**src/rtl/mem_dma_pkg.sv**
```systemverilog
// Shared definitions for the DMA copy engine and the memory it drives:
// default geometry and the controller state encoding.
package mem_dma_pkg;

  localparam int ADDR_W_DEF = 10;
  localparam int DATA_W_DEF = 32;

  typedef enum logic [1:0] {
    ST_IDLE  = 2'd0,
    ST_READ  = 2'd1,
    ST_WRITE = 2'd2,
    ST_DONE  = 2'd3
  } state_t;

endpackage

```
**src/rtl/mem_dma.sv**
```systemverilog
// Memory-to-memory word copier with overlap-safe direction, address
// wrap-around and a running checksum of the copied words.
module mem_dma
  import mem_dma_pkg::*;
#(
  parameter int ADDR_W = ADDR_W_DEF,
  parameter int DATA_W = DATA_W_DEF
) (
  input  logic              clk,
  input  logic              rst_n,
  input  logic              start,
  input  logic [ADDR_W-1:0] src_base,
  input  logic [ADDR_W-1:0] dst_base,
  input  logic [ADDR_W:0]   len,
  output logic              busy,
  output logic              done,
  output logic              err,
  output logic [DATA_W-1:0] checksum,
  output logic [ADDR_W-1:0] mem_a,
  output logic [DATA_W-1:0] mem_d,
  output logic              mem_we,
  output logic [ADDR_W-1:0] mem_dpra,
  input  logic [DATA_W-1:0] mem_dpo
);

  localparam logic [ADDR_W:0]   MAX_LEN = {1'b1, {ADDR_W{1'b0}}};
  localparam logic [ADDR_W:0]   CNT_ONE = 1;
  localparam logic [ADDR_W-1:0] IDX_ONE = 1;

  state_t state_reg, state_next;

  logic [ADDR_W-1:0] src_reg;
  logic [ADDR_W-1:0] dst_reg;
  logic [ADDR_W:0]   cnt_reg;
  logic [ADDR_W-1:0] idx_reg;
  logic              desc_reg;
  logic              err_reg;
  logic [DATA_W-1:0] data_reg;
  logic [DATA_W-1:0] checksum_reg;
  logic [ADDR_W-1:0] a_reg;
  logic [ADDR_W-1:0] dpra_reg;

  logic [ADDR_W-1:0] diff;
  logic              len_ok;
  logic              dir_desc;
  logic [ADDR_W-1:0] first_idx;
  logic [ADDR_W-1:0] idx_next;
  logic              last_word;

  // Descend only when the destination starts inside the source range,
  // so every source word is read before it can be overwritten.
  assign diff      = dst_base - src_base;
  assign len_ok    = (len != '0) && (len <= MAX_LEN);
  assign dir_desc  = (diff != '0) && ({1'b0, diff} < len);
  assign first_idx = dir_desc ? (len[ADDR_W-1:0] - IDX_ONE) : '0;
  assign idx_next  = desc_reg ? (idx_reg - IDX_ONE) : (idx_reg + IDX_ONE);
  assign last_word = (cnt_reg == CNT_ONE);

  always_ff @(posedge clk or negedge rst_n) begin
    if (!rst_n) begin
      state_reg <= ST_IDLE;
    end else begin
      state_reg <= state_next;
    end
  end

  always_comb begin
    state_next = state_reg;
    case (state_reg)
      ST_IDLE: begin
        if (start) begin
          state_next = len_ok ? ST_READ : ST_DONE;
        end
      end
      ST_READ:  state_next = ST_WRITE;
      ST_WRITE: state_next = last_word ? ST_DONE : ST_READ;
      ST_DONE:  state_next = ST_IDLE;
      default:  state_next = ST_IDLE;
    endcase
  end

  always_comb begin
    busy   = 1'b0;
    done   = 1'b0;
    err    = 1'b0;
    mem_we = 1'b0;
    case (state_reg)
      ST_READ: begin
        busy = 1'b1;
      end
      ST_WRITE: begin
        busy   = 1'b1;
        mem_we = 1'b1;
      end
      ST_DONE: begin
        busy = 1'b1;
        done = 1'b1;
        err  = err_reg;
      end
      default: begin
      end
    endcase
  end

  // Address and data registers only move when the next phase needs them,
  // so the memory-side outputs hold their last value between writes.
  always_ff @(posedge clk or negedge rst_n) begin
    if (!rst_n) begin
      src_reg      <= '0;
      dst_reg      <= '0;
      cnt_reg      <= '0;
      idx_reg      <= '0;
      desc_reg     <= 1'b0;
      err_reg      <= 1'b0;
      data_reg     <= '0;
      checksum_reg <= '0;
      a_reg        <= '0;
      dpra_reg     <= '0;
    end else begin
      case (state_reg)
        ST_IDLE: begin
          if (start) begin
            err_reg <= !len_ok && (len != '0);
            if (len_ok) begin
              src_reg      <= src_base;
              dst_reg      <= dst_base;
              cnt_reg      <= len;
              idx_reg      <= first_idx;
              desc_reg     <= dir_desc;
              checksum_reg <= '0;
              dpra_reg     <= src_base + first_idx;
            end
          end
        end
        ST_READ: begin
          data_reg     <= mem_dpo;
          checksum_reg <= checksum_reg + mem_dpo;
          a_reg        <= dst_reg + idx_reg;
        end
        ST_WRITE: begin
          cnt_reg <= cnt_reg - CNT_ONE;
          if (!last_word) begin
            idx_reg  <= idx_next;
            dpra_reg <= src_reg + idx_next;
          end
        end
        default: begin
        end
      endcase
    end
  end

  assign checksum = checksum_reg;
  assign mem_a    = a_reg;
  assign mem_d    = data_reg;
  assign mem_dpra = dpra_reg;

endmodule

```
**config.mk**
```make
export PLATFORM = sky130hd
export DESIGN_NAME = mem_dma
export DESIGN_NICKNAME = d
export VERILOG_FILES = /design/src/rtl/mem_dma_pkg.sv /design/src/rtl/mem_dma.sv
export SDC_FILE = /design/constraint.sdc
export NUM_CORES = 1
export LEC_CHECK = 0
export ABC_AREA = 1
export CORE_ASPECT_RATIO = 1.1
export CORE_MARGIN = 3
export CORE_UTILIZATION = 50
export CTS_BUF_LIST = sky130_fd_sc_hd__clkbuf_8
export CTS_CLUSTER_DIAMETER = 60
export DETAILED_ROUTE_END_ITERATION = 10
export GPL_TIMING_DRIVEN = 0
export PLACE_DENSITY = 0.75
export SLEW_MARGIN = 20
export SYNTH_ARGS = -nofsm -noshare
export SYNTH_HDL_FRONTEND = slang
export SYNTH_SLANG_ARGS = --single-unit
```
**constraint.sdc**
```tcl
create_clock -name clk -period 3.4 [get_ports clk]
set_input_delay 0.34 -clock clk [delete_from_list [all_inputs] [get_ports clk]]
set_output_delay 0.34 -clock clk [all_outputs]
set_load 0.1 [all_outputs]
```
==> summary.txt <==
Outcome
  • Status: complete, but fails checks
  • Failing checks: setup timing

Drt
  • WL/cell: 16.4 µm
  • Number of routed nets with antenna violations: 0
  • Post-Route WL: 28.8 mm
  • First-pass detailed-route iteration total: 8
  • Drt via density: 5.48
  • Routed vias: 9640
  • # DRC: 0
  • Starting DRT DRC Count: 565

Synth
  • Fraction of registers with async set/reset: 1.00
  • Syn nets: 1463
  • Seq cells post-synth: 129
  • Yosys warns: 0
  • Mapped Avg Cell Area: 7.35 µm²
  • Mapped cell area: 9580 µm²
  • Yosys cell types: 58
  • Part of the Yosys area used for sequential elements: 0.337
  • Mapped Cells: 1304
  • Number of flops mapped to enable cells by yosys: 0
  • Prevailing post-synth register cell: dfrtp_1

Clocking
  • CTS Buf Count: 17
  • Clk sinks: 129
  • CTS root buffer: clkbuf_8
  • Clk slew on worst S/H paths: 80 ps
  • CTS tree: done
  • CTS H-tree depth: 4
  • Clk Latency, worst-skew pair: 480 ps
  • Clock Path Buffers: 2

STA
  • Worst Tran Pin Value: 1010 ps
  • Final WS setup: -478 ps
  • Relative slew margins: 0.325
  • Hold Slack: 150 ps
  • Final setup violation count: 8
  • FMAX: 258 MHz
  • Slew Viols, Final: 0
  • Clock skew: 16.3 ps
  • Period utilization: 1.14
  • Unrepaired setup endpoints after global routing: true
  • Final Hold Fails: 0
  • Minimum clock period: 3880 ps

Place
  • Final GP Congestion: 0.947
  • DP HPWL: 22.6 mm
  • Placed insts: 1701
  • Port buffer count: 153

Layout
  • Antenna Cells: 0
  • Non-Filler Instances: 1759
  • Nets: 1662
  • Area grow syn2layout: 29.5%
  • Ratio of cells with drive above 1 in the final layout: 0.136

GRT
  • Vias in the first global route: 9499
  • Gr usage total: 0.280
  • First-pass GRT wire length: 45.8 mm
  • Largest net degree at the start of global routing: 79
  • Antenna violations before repair: 0
  • GRT overflow: 0

Setup path
  • Most Frequent Cell on Critical Path: nand2_1
  • CP max FO: 6
  • Req. time, crit path: 3770 ps
  • CP max-delay cell: fa_2
  • CP startpoint kind: input pin
  • CP Class: input pin to register
  • Setup crit end kind: register
  • Max incr delay on CP: 370 ps
  • WP buf/inv: 11
  • CP arrival: 4250 ps
  • Family with the most delay on the worst path: adder cells

Floorplanning
  • Site Rows: 52
  • Die area: 20900 µm²
  • Core area: 18600 µm²
  • Die width: 138 µm
  • Boundary pin count: 154
  • Starting Density: 0.515
  • Die Y: 151 µm

Run
  • Max cap viols: 0

Worst hold path
  • HP Class: input pin to register
-- final timing paths --
kind | slack [ps] | cells past startpoint | start | to
worst min-delay path | 150 | 3 | dst_base[0] | dst_reg[0]
min in group asynchronous | 350 | 2 | rst_n | mem_d[17]
worst max-delay path | -480 | 33 | dst_base[0] | mem_dpra[4]
worst min register to register | 470 | 2 | mem_d[22] | mem_d[22]
worst max register to register | 90 | 19 | desc_reg | mem_dpra[9]
max in group asynchronous | 2300 | 3 | rst_n | desc_reg
-- synthesized netlist by cell type (3+ instances only) --
cell | instances | area (µm²)
o21ai_0 | 92 | 460
nand4_1 | 12 | 75.1
nand3b_1 | 6 | 45.0
nand2_1 | 396 | 1490
or2_2 | 7 | 43.8
xnor2_1 | 7 | 61.3
o22ai_1 | 6 | 37.5
nand3_1 | 55 | 275
a21oi_2 | 5 | 43.8
inv_1 | 132 | 495
a21oi_1 | 94 | 470
nor2_1 | 101 | 379
fa_1 | 6 | 120
a21o_1 | 9 | 67.6
o21ai_1 | 13 | 65.1
nor4_1 | 3 | 18.8
mux2_2 | 8 | 90.1
ha_1 | 87 | 1090
o211ai_1 | 3 | 22.5
dfrtp_1 | 129 | 3230
a32o_1 | 4 | 40.0
clkbuf_1 | 19 | 71.3
inv_2 | 5 | 18.8
xor2_1 | 23 | 201
o21bai_1 | 7 | 52.6
a2bb2oi_2 | 4 | 60.1
o21a_1 | 4 | 30.0
nand2_2 | 5 | 31.3
buf_2 | 5 | 25.0
nor3_1 | 9 | 45.0
a31oi_1 | 6 | 37.5
-- repair_timing --
action / 4_1_cts / 5_1_grt
setup buffers: 15 / 11
endpoints found under the setup margin: 17 / 9
pin swaps: 26 / 24
gates resized for setup: 81 / 52
hold buffers: 1 / 0
endpoints found under the hold margin: 51 / 0
-- cell families (layout without fill, tap and decap cells) --
logic type | count (synthesis) | count (layout) | synth area share
AOI/OAI and AO/OA | 265 | 265 | 0.161
adders and majority gates | 93 | 93 | 0.126
buffers and inverters | 169 | 381 | 0.0703
muxes | 10 | 10 | 0.0118
and+or+nand+nor | 608 | 608 | 0.266
xor gates and xnor gates | 30 | 30 | 0.0274
DFF | 129 | 129 | 0.337
-- tightest hold or removal path: cells and delay by family --
kind	cells	cell delay, ps
compound gates	1	70
buf+inv	2	160
-- layout make-up --
| class | count | area [µm²] |
|---|---|---|
| multi-input cells | 1006 | 6080 |
| fillers | 1618 | 6200 |
| flip-flops and latches | 129 | 3230 |
| repair buffers | 180 | 1750 |
| inverters | 141 | 552 |
| clock buffers | 18 | 248 |
| well taps | 243 | 304 |
| clock inverters | 14 | 116 |
| plain buffers | 28 | 134 |
-- cell usage in the layout (no fill, tap or decap), types with 6 or more instances in the layout --
cell type	instances
a21o_1	9
a21oi_1	85
a21oi_2	13
buf_4	23
buf_6	6
clkbuf_1	19
clkbuf_2	8
clkbuf_8	18
clkdlybuf4s50_1	133
clkinv_2	6
dfrtp_1	128
dlygate4sd2_1	6
ha_1	72
ha_4	15
inv_1	119
inv_2	18
mux2_2	8
nand2_1	378
nand2_2	19
nand2_4	6
nand3_1	52
nand3b_1	6
nand4_1	12
nor2_1	92
nor2_2	8
nor3_1	8
o21ai_0	88
o21ai_1	15
o21bai_1	7
or2_2	7
xnor2_1	7
xor2_1	22
-- metal layers --
layer | wire [µm] | global-route usage | up-vias
li1 | - | - | 4735
met1 | 11500 | 0.330 | 4512
met2 | 14600 | 0.502 | 318
met3 | 1610 | 0.0439 | 75
met4 | 1110 | 0.123 | 0
met5 | 0 | 0 | -
-- stage by stage --
| stage | util | setup TNS (ps) | worst slack, ps | area, µm² |
|---|---|---|---|---|
| CTS | 0.655 | -952 | -300 | 12200 |
| finish | 0.667 | -2150 | -478 | 12400 |
| global route | 0.667 | -4050 | -677 | 12400 |
| global placement | 0.617 | -434440 | -3230 | 11500 |
| floorplan | - | -1400 | -514 | 9640 |
| detailed placement | 0.618 | -19120 | -1860 | 11500 |
Power is not shown: default switching activity piles up to over one toggle a cycle in this logic, so the estimate is an artifact.
